**src/rtl/decode_issue_if.sv**
```systemverilog
// Instruction, writeback and issue signals of decode_issue bundled as one interface.
// The slave modport is the decoder side; the master modport is the fetch/ALU/writeback side.
interface decode_issue_if #(
    parameter int DATA_WIDTH = 31
);
    logic                  i_instr_valid;
    logic                  o_instr_ready;
    logic [31:0]           i_instr;
    logic                  i_wb_en;
    logic [4:0]            i_wb_addr;
    logic [DATA_WIDTH:0]   i_wb_data;
    logic                  o_valid;
    logic                  i_ready;
    logic [6:0]            o_opcode;
    logic [6:0]            o_funct7;
    logic [2:0]            o_funct3;
    logic [DATA_WIDTH:0]   o_rs1_data;
    logic [DATA_WIDTH:0]   o_rs2_data;
    logic [31:0]           o_imm;
    logic [4:0]            o_rd_addr;
    logic                  o_illegal;

    modport slave (
        input  i_instr_valid, i_instr, i_wb_en, i_wb_addr, i_wb_data, i_ready,
        output o_instr_ready, o_valid, o_opcode, o_funct7, o_funct3,
               o_rs1_data, o_rs2_data, o_imm, o_rd_addr, o_illegal
    );

    modport master (
        output i_instr_valid, i_instr, i_wb_en, i_wb_addr, i_wb_data, i_ready,
        input  o_instr_ready, o_valid, o_opcode, o_funct7, o_funct3,
               o_rs1_data, o_rs2_data, o_imm, o_rd_addr, o_illegal
    );
endinterface

```
**src/rtl/decode_issue.sv**
```systemverilog
// Decode/issue stage: OP-IMM and R-type decode, register file, pending-write scoreboard.
// Optional macro DECODE_BYPASS_EN forwards a same-cycle writeback into the operands.
module decode_issue #(
    parameter int DATA_WIDTH = 31
) (
    input logic          clk,
    input logic          rst,
    input logic          clk_en,
    decode_issue_if.slave bus
);
    localparam logic [6:0] OP_IMM = 7'b0010011;
    localparam logic [6:0] OP_REG = 7'b0110011;

    logic [DATA_WIDTH:0] rf [32];
    logic [31:0]         pending;

    logic [6:0]          opcode, funct7;
    logic [2:0]          funct3;
    logic [4:0]          rd, rs1, rs2;
    logic                is_imm, is_reg, legal;
    logic                byp1, byp2, busy1, busy2, hazard, accept;
    logic [DATA_WIDTH:0] rs1_val, rs2_val;
    logic [31:0]         set_mask, clr_mask;

    assign opcode = bus.i_instr[6:0];
    assign rd     = bus.i_instr[11:7];
    assign funct3 = bus.i_instr[14:12];
    assign rs1    = bus.i_instr[19:15];
    assign rs2    = bus.i_instr[24:20];
    assign funct7 = bus.i_instr[31:25];
    assign is_imm = (opcode == OP_IMM);
    assign is_reg = (opcode == OP_REG);

    always_comb begin
        legal = 1'b0;
        if (is_imm) begin
            case (funct3)
                3'b001:  legal = (funct7 == 7'h00);
                3'b101:  legal = (funct7 == 7'h00) || (funct7 == 7'h20);
                default: legal = 1'b1;
            endcase
        end else if (is_reg) begin
            legal = (funct7 == 7'h00) ||
                    ((funct7 == 7'h20) && ((funct3 == 3'b000) || (funct3 == 3'b101)));
        end
    end

`ifdef DECODE_BYPASS_EN
    assign byp1 = bus.i_wb_en && (bus.i_wb_addr == rs1) && (rs1 != 5'd0);
    assign byp2 = bus.i_wb_en && (bus.i_wb_addr == rs2) && (rs2 != 5'd0);
`else
    assign byp1 = 1'b0;
    assign byp2 = 1'b0;
`endif

    // A pending source that is being forwarded this cycle is not a hazard.
    assign busy1  = (rs1 != 5'd0) && pending[rs1] && !byp1;
    assign busy2  = is_reg && (rs2 != 5'd0) && pending[rs2] && !byp2;
    assign hazard = bus.i_instr_valid && legal && (busy1 || busy2);

    assign bus.o_instr_ready = (!bus.o_valid || bus.i_ready) && !hazard;
    assign accept            = bus.i_instr_valid && bus.o_instr_ready && clk_en;

    assign rs1_val = (rs1 == 5'd0) ? '0 : (byp1 ? bus.i_wb_data : rf[rs1]);
    assign rs2_val = (rs2 == 5'd0) ? '0 : (byp2 ? bus.i_wb_data : rf[rs2]);

    assign clr_mask = bus.i_wb_en ? (32'd1 << bus.i_wb_addr) : 32'd0;
    assign set_mask = (accept && legal && (rd != 5'd0)) ? (32'd1 << rd) : 32'd0;

    always_ff @(posedge clk) begin
        if (rst) begin
            pending <= '0;
            for (int i = 0; i < 32; i++) rf[i] <= '0;
        end else if (clk_en) begin
            // OR-ing the set mask last lets a new producer win over a same-edge retire.
            pending <= (pending & ~clr_mask) | set_mask;
            if (bus.i_wb_en && (bus.i_wb_addr != 5'd0))
                rf[bus.i_wb_addr] <= bus.i_wb_data;
        end
    end

    always_ff @(posedge clk) begin
        if (rst) begin
            bus.o_valid    <= 1'b0;
            bus.o_opcode   <= '0;
            bus.o_funct7   <= '0;
            bus.o_funct3   <= '0;
            bus.o_rs1_data <= '0;
            bus.o_rs2_data <= '0;
            bus.o_imm      <= '0;
            bus.o_rd_addr  <= '0;
            bus.o_illegal  <= 1'b0;
        end else if (clk_en) begin
            if (accept) begin
                bus.o_valid    <= 1'b1;
                bus.o_opcode   <= opcode;
                bus.o_funct7   <= funct7;
                bus.o_funct3   <= funct3;
                bus.o_rd_addr  <= legal ? rd : 5'd0;
                bus.o_imm      <= (legal && is_imm) ? {{20{bus.i_instr[31]}}, bus.i_instr[31:20]} : 32'd0;
                bus.o_rs1_data <= legal ? rs1_val : '0;
                bus.o_rs2_data <= (legal && is_reg) ? rs2_val : '0;
                bus.o_illegal  <= !legal;
            end else if (bus.i_ready) begin
                bus.o_valid <= 1'b0;
            end
        end
    end
endmodule

```
**src/flat_wrapper.sv**
```systemverilog
// flat-port wrapper written by rule: the top's interface ports become plain ports
module decode_issue_flat 
#(
    parameter int DATA_WIDTH = 31
)
  (clk, rst, clk_en, bus_i_instr_valid, bus_i_instr, bus_i_wb_en, bus_i_wb_addr, bus_i_wb_data, bus_i_ready, bus_o_instr_ready, bus_o_valid, bus_o_opcode, bus_o_funct7, bus_o_funct3, bus_o_rs1_data, bus_o_rs2_data, bus_o_imm, bus_o_rd_addr, bus_o_illegal);
  decode_issue_if #(.DATA_WIDTH(DATA_WIDTH)) bus_i ();
  input logic clk;
  input logic rst;
  input logic clk_en;
  input wire logic [$bits(bus_i.i_instr_valid)-1:0] bus_i_instr_valid;
  input wire logic [$bits(bus_i.i_instr)-1:0] bus_i_instr;
  input wire logic [$bits(bus_i.i_wb_en)-1:0] bus_i_wb_en;
  input wire logic [$bits(bus_i.i_wb_addr)-1:0] bus_i_wb_addr;
  input wire logic [$bits(bus_i.i_wb_data)-1:0] bus_i_wb_data;
  input wire logic [$bits(bus_i.i_ready)-1:0] bus_i_ready;
  output wire logic [$bits(bus_i.o_instr_ready)-1:0] bus_o_instr_ready;
  output wire logic [$bits(bus_i.o_valid)-1:0] bus_o_valid;
  output wire logic [$bits(bus_i.o_opcode)-1:0] bus_o_opcode;
  output wire logic [$bits(bus_i.o_funct7)-1:0] bus_o_funct7;
  output wire logic [$bits(bus_i.o_funct3)-1:0] bus_o_funct3;
  output wire logic [$bits(bus_i.o_rs1_data)-1:0] bus_o_rs1_data;
  output wire logic [$bits(bus_i.o_rs2_data)-1:0] bus_o_rs2_data;
  output wire logic [$bits(bus_i.o_imm)-1:0] bus_o_imm;
  output wire logic [$bits(bus_i.o_rd_addr)-1:0] bus_o_rd_addr;
  output wire logic [$bits(bus_i.o_illegal)-1:0] bus_o_illegal;
  assign bus_i.i_instr_valid = bus_i_instr_valid;
  assign bus_i.i_instr = bus_i_instr;
  assign bus_i.i_wb_en = bus_i_wb_en;
  assign bus_i.i_wb_addr = bus_i_wb_addr;
  assign bus_i.i_wb_data = bus_i_wb_data;
  assign bus_i.i_ready = bus_i_ready;
  assign bus_o_instr_ready = bus_i.o_instr_ready;
  assign bus_o_valid = bus_i.o_valid;
  assign bus_o_opcode = bus_i.o_opcode;
  assign bus_o_funct7 = bus_i.o_funct7;
  assign bus_o_funct3 = bus_i.o_funct3;
  assign bus_o_rs1_data = bus_i.o_rs1_data;
  assign bus_o_rs2_data = bus_i.o_rs2_data;
  assign bus_o_imm = bus_i.o_imm;
  assign bus_o_rd_addr = bus_i.o_rd_addr;
  assign bus_o_illegal = bus_i.o_illegal;
  decode_issue #(.DATA_WIDTH(DATA_WIDTH)) u_core (.clk(clk), .rst(rst), .clk_en(clk_en), .bus(bus_i));
endmodule
```
**config.mk**
```make
export PLATFORM = sky130hd
export DESIGN_NAME = decode_issue_flat
export DESIGN_NICKNAME = d
export VERILOG_FILES = /design/src/rtl/decode_issue_if.sv /design/src/rtl/decode_issue.sv /design/src/flat_wrapper.sv
export SDC_FILE = /design/constraint.sdc
export NUM_CORES = 2
export LEC_CHECK = 0
export BUFFER_PORTS_ARGS = -buffer_cell sky130_fd_sc_hd__buf_4
export CAP_MARGIN = 0
export CORE_MARGIN = 2
export CORE_UTILIZATION = 65
export DETAILED_ROUTE_END_ITERATION = 6
export GPL_ROUTABILITY_DRIVEN = 0
export PLACE_DENSITY = 0.87
export SLEW_MARGIN = 10
export SYNTH_ARGS = -nofsm -noshare
export SYNTH_HDL_FRONTEND = slang
export SYNTH_SLANG_ARGS = --single-unit
```
**constraint.sdc**
```tcl
create_clock -name clk -period 6 [get_ports clk]
set_input_delay 0 -clock clk [delete_from_list [all_inputs] [get_ports clk]]
set_output_delay 0 -clock clk [all_outputs]
set_load 0.01 [all_outputs]
```
==> results by group <==
Setup path
  – Crit start category: input pin
  – CP Capture Type: flip-flop
  – Crit Reg-Reg Startpoint: u_core.pending[31]$_SDFFE_PP0P_
  – CP max FO: 74
  – CP startpoint: bus_i_instr[20]
  – Worst EP required: 6.66 ns
  – Setup CP Type: input pin to flip-flop
  – Arrival time at the worst endpoint: 5.30 ns

Power and ir drop
  – Peak VDD IR: 278 uV
  – Clock Power Share: 39.5%
  – P_sw: 4.63 mW
  – Pleak: 23.6 nW
  – Combinational share of power: 11.0%
  – Register share of total power: 49.6%
  – Cell area power density: 280 mW/mm^2
  – Internal: 14.2 mW
  – Net Sw Frac: 24.5%

Clocking
  – CTS Buffer Depth: 3
  – Clock slew at reported path FFs: 0.07 ns
  – TritonCTS clock tree: built
  – Clk sinks: 1156
  – Post-CTS setup buffer count: 0
  – Clock Latency Late Sink: 0.75 ns
  – Total CTS buffers: 115
  – Clock Tree Root: clkbuf_16
  – CTS H-tree lvls: 3

GRT
  – Global-route wire length before repair: 284 mm
  – Initial antenna violation count: 22
  – Global Route Usage Sum: 42.5%
  – Largest net degree at the start of global routing: 150
  – Vias in the first global route: 41800
  – Grt total ovfl: 0

Outcome
  – Violated checks: DRC, capacitance limit
  – Status: finished, violations left

Synth
  – Synthesized cell area: 0.0603 mm^2
  – Post-synth EDFFs: 1024
  – Top FF cell, synth: edfxtp_1
  – Register bit count reported by yosys: 1156
  – Seq/Total Area, Yosys: 55.4%
  – Top cell type's share of synthesized area: 51.0%
  – Post-Synthesis Cells: 4077
  – Synth Area per Inst: 14.8 um^2
  – Ys Warns: 0
  – Synth async-reset ratio: 0%
  – Synth area leaders: edfxtp_1, mux4_2, and2_1, dfxtp_1, mux2i_1
  – Yosys top cell by area: edfxtp_1
  – Yosys cell types: 57

Timing
  – Setup_tns: 0 ns
  – RSZ-0062 raised after global routing: no
  – Final hold violations: 0
  – Max Clk Rate: 215 MHz
  – Clock Skews: 0.0465 ns
  – Slew margin rel.: 1.49%
  – Final Max Tran Viols: 0
  – # setup viols final: 0
  – Actual slew at the worst max-slew pin: 1.48 ns
  – Final Critical Period: 4.64 ns
  – Final period util: 77.4%

Cells and area
  – Multi-input gate area: 0.0253 mm^2
  – Finished Cell Area: 0.0675 mm^2
  – Nets: 4232
  – Area growth, synth to finish: 11.9%
  – Commonest non-fill, non-tap cell in the layout: edfxtp_1
  – Fillers: 5270
  – Share of layout cells above drive strength 1: 26.7%
  – Area taken by flip-flops and latches: 0.0334 mm^2
  – Most frequent cells in the layout: edfxtp_1, and2_1, mux4_2

Floorplanning
  – Die area: 0.0953 mm^2
  – Core area: 0.0918 mm^2
  – Starting density of the core: 65.7%
  – Ports: 196
  – Die Span X: 309 um
  – Die height: 309 um
  – FP Rows: 111

Route
  – TritonRoute pass-1 iters: 7
  – DRC: 1
  – Drt total wl: 201 mm
  – DRT antenna net count: 0
  – WL/cell: 36.4 um
  – Drt initial violations: 8566
  – Via density: 7.59
  – Via count: 41900

Min path
  – HP Start: bus_i_instr[19]
  – Type of the worst min-delay path: input pin to flip-flop

Place
  – Dpl hpwl: 109 mm
  – Area after DPL: 0.0626 mm^2
  – Port bufs: 195

Run
  – Max-cap violations: 1
## synth_stat cells (49+ instances only)
cell type	count
a21oi_1	78
and2_1	994
buf_2	51
clkbuf_1	351
dfxtp_1	132
edfxtp_1	1024
mux2i_1	180
mux4_2	536
nand2_1	58
nor2_1	49
nor2b_1	66
o21ai_0	107
## worst paths after layout
path                                                                to  slack, ns  depth (start not counted)
worst min register to register  u_core.bus.o_rs1_data[22]$_SDFFE_PP0P_       0.49                          1
worst max-delay path                   u_core.pending[31]$_SDFFE_PP0P_       1.36                         10
worst max register to register         u_core.pending[31]$_SDFFE_PP0P_       1.70                          8
worst min-delay path            u_core.bus.o_rs1_data[27]$_SDFFE_PP0P_       0.05                          3
## stage by stage
stage | utilization, % | instances | total power [mW] | hold slack [ns] | setup slack (ns)
2_1_floorplan | - | 4108 | 10.7 | 0.119 | 3.26
3_3_place_gp | 68.2 | 5184 | 11.3 | 0.274 | 2.13
3_5_place_dp | 68.2 | 5184 | 11.4 | 0.278 | 2.09
4_1_cts | 73.5 | 5500 | 18.7 | 0.00654 | 1.58
5_1_grt | 73.5 | 5504 | 19.2 | 0.0335 | 1.33
6_report | 73.5 | 5511 | 18.9 | 0.0481 | 1.36
## registers in the layout, summed over array words and instances (netlist names)
name,cells
u_core.bus.o_rd_addr,5
u_core.bus.o_rs2_data,32
u_core.bus.o_funct3,3
u_core.rf,1024
u_core.bus.o_opcode,7
u_core.bus.o_funct7,7
u_core.bus.o_rs1_data,32
u_core.bus.o_illegal,1
u_core.bus.o_imm,12
u_core.pending,32
u_core.bus.o_valid,1
## layout make-up
cell class / instances / area share (%)
tap: 1243 / 2.30
inverter: 20 / 0.111
multi-input combinational: 2472 / 37.5
antenna: 11 / 0.0408
sequential: 1156 / 49.5
clock buffer: 157 / 4.76
timing repair buffer: 392 / 4.84
clock inverter: 60 / 0.945
## worst max-delay path, cell delays in order
cell	delay, ns
dlygate4sd3_1	0.58
buf_8	0.65
mux4_2	0.62
a32oi_1	0.28
nand4_1	0.15
o211ai_2	0.17
o31a_1	0.84
nand4_1	0.87
o31ai_1	0.48
dlygate4sd3_1	0.59
## metal layers
metal	routed length, um	global-route usage, %	vias up
met5	92	0	-
met3	37100	16.5	1070
met2	86200	61.2	4592
li1	-	-	15800
met4	16000	27.6	14
met1	61500	54.4	20400
## logic make-up after synthesis
logic type,after synthesis,synth area share [%]
other cells,1,0.00622
compound gates,413,4.92
flops,1156,55.4
simple gates,1278,12.8
buf+inv,480,3.35
xor+xnor,1,0.0145
mux,748,23.6
## power groups by stage
stage,combinational [mW],clock (mW),sequential [mW]
after global placement,1.89,0,9.45
final,2.07,7.45,9.36
after CTS,1.99,7.39,9.34
after detailed placement,1.93,0,9.50
after floorplan,1.31,0,9.42
after global routing,2.10,7.68,9.38
## timing repair
| action | CTS | global route |
|---|---|---|
| gates resized for setup | 0 | 0 |
| endpoints found under the hold margin | 1062 | 0 |
| hold buffers | 99 | 0 |
No activity file was read; power rests on OpenSTA's default activity.
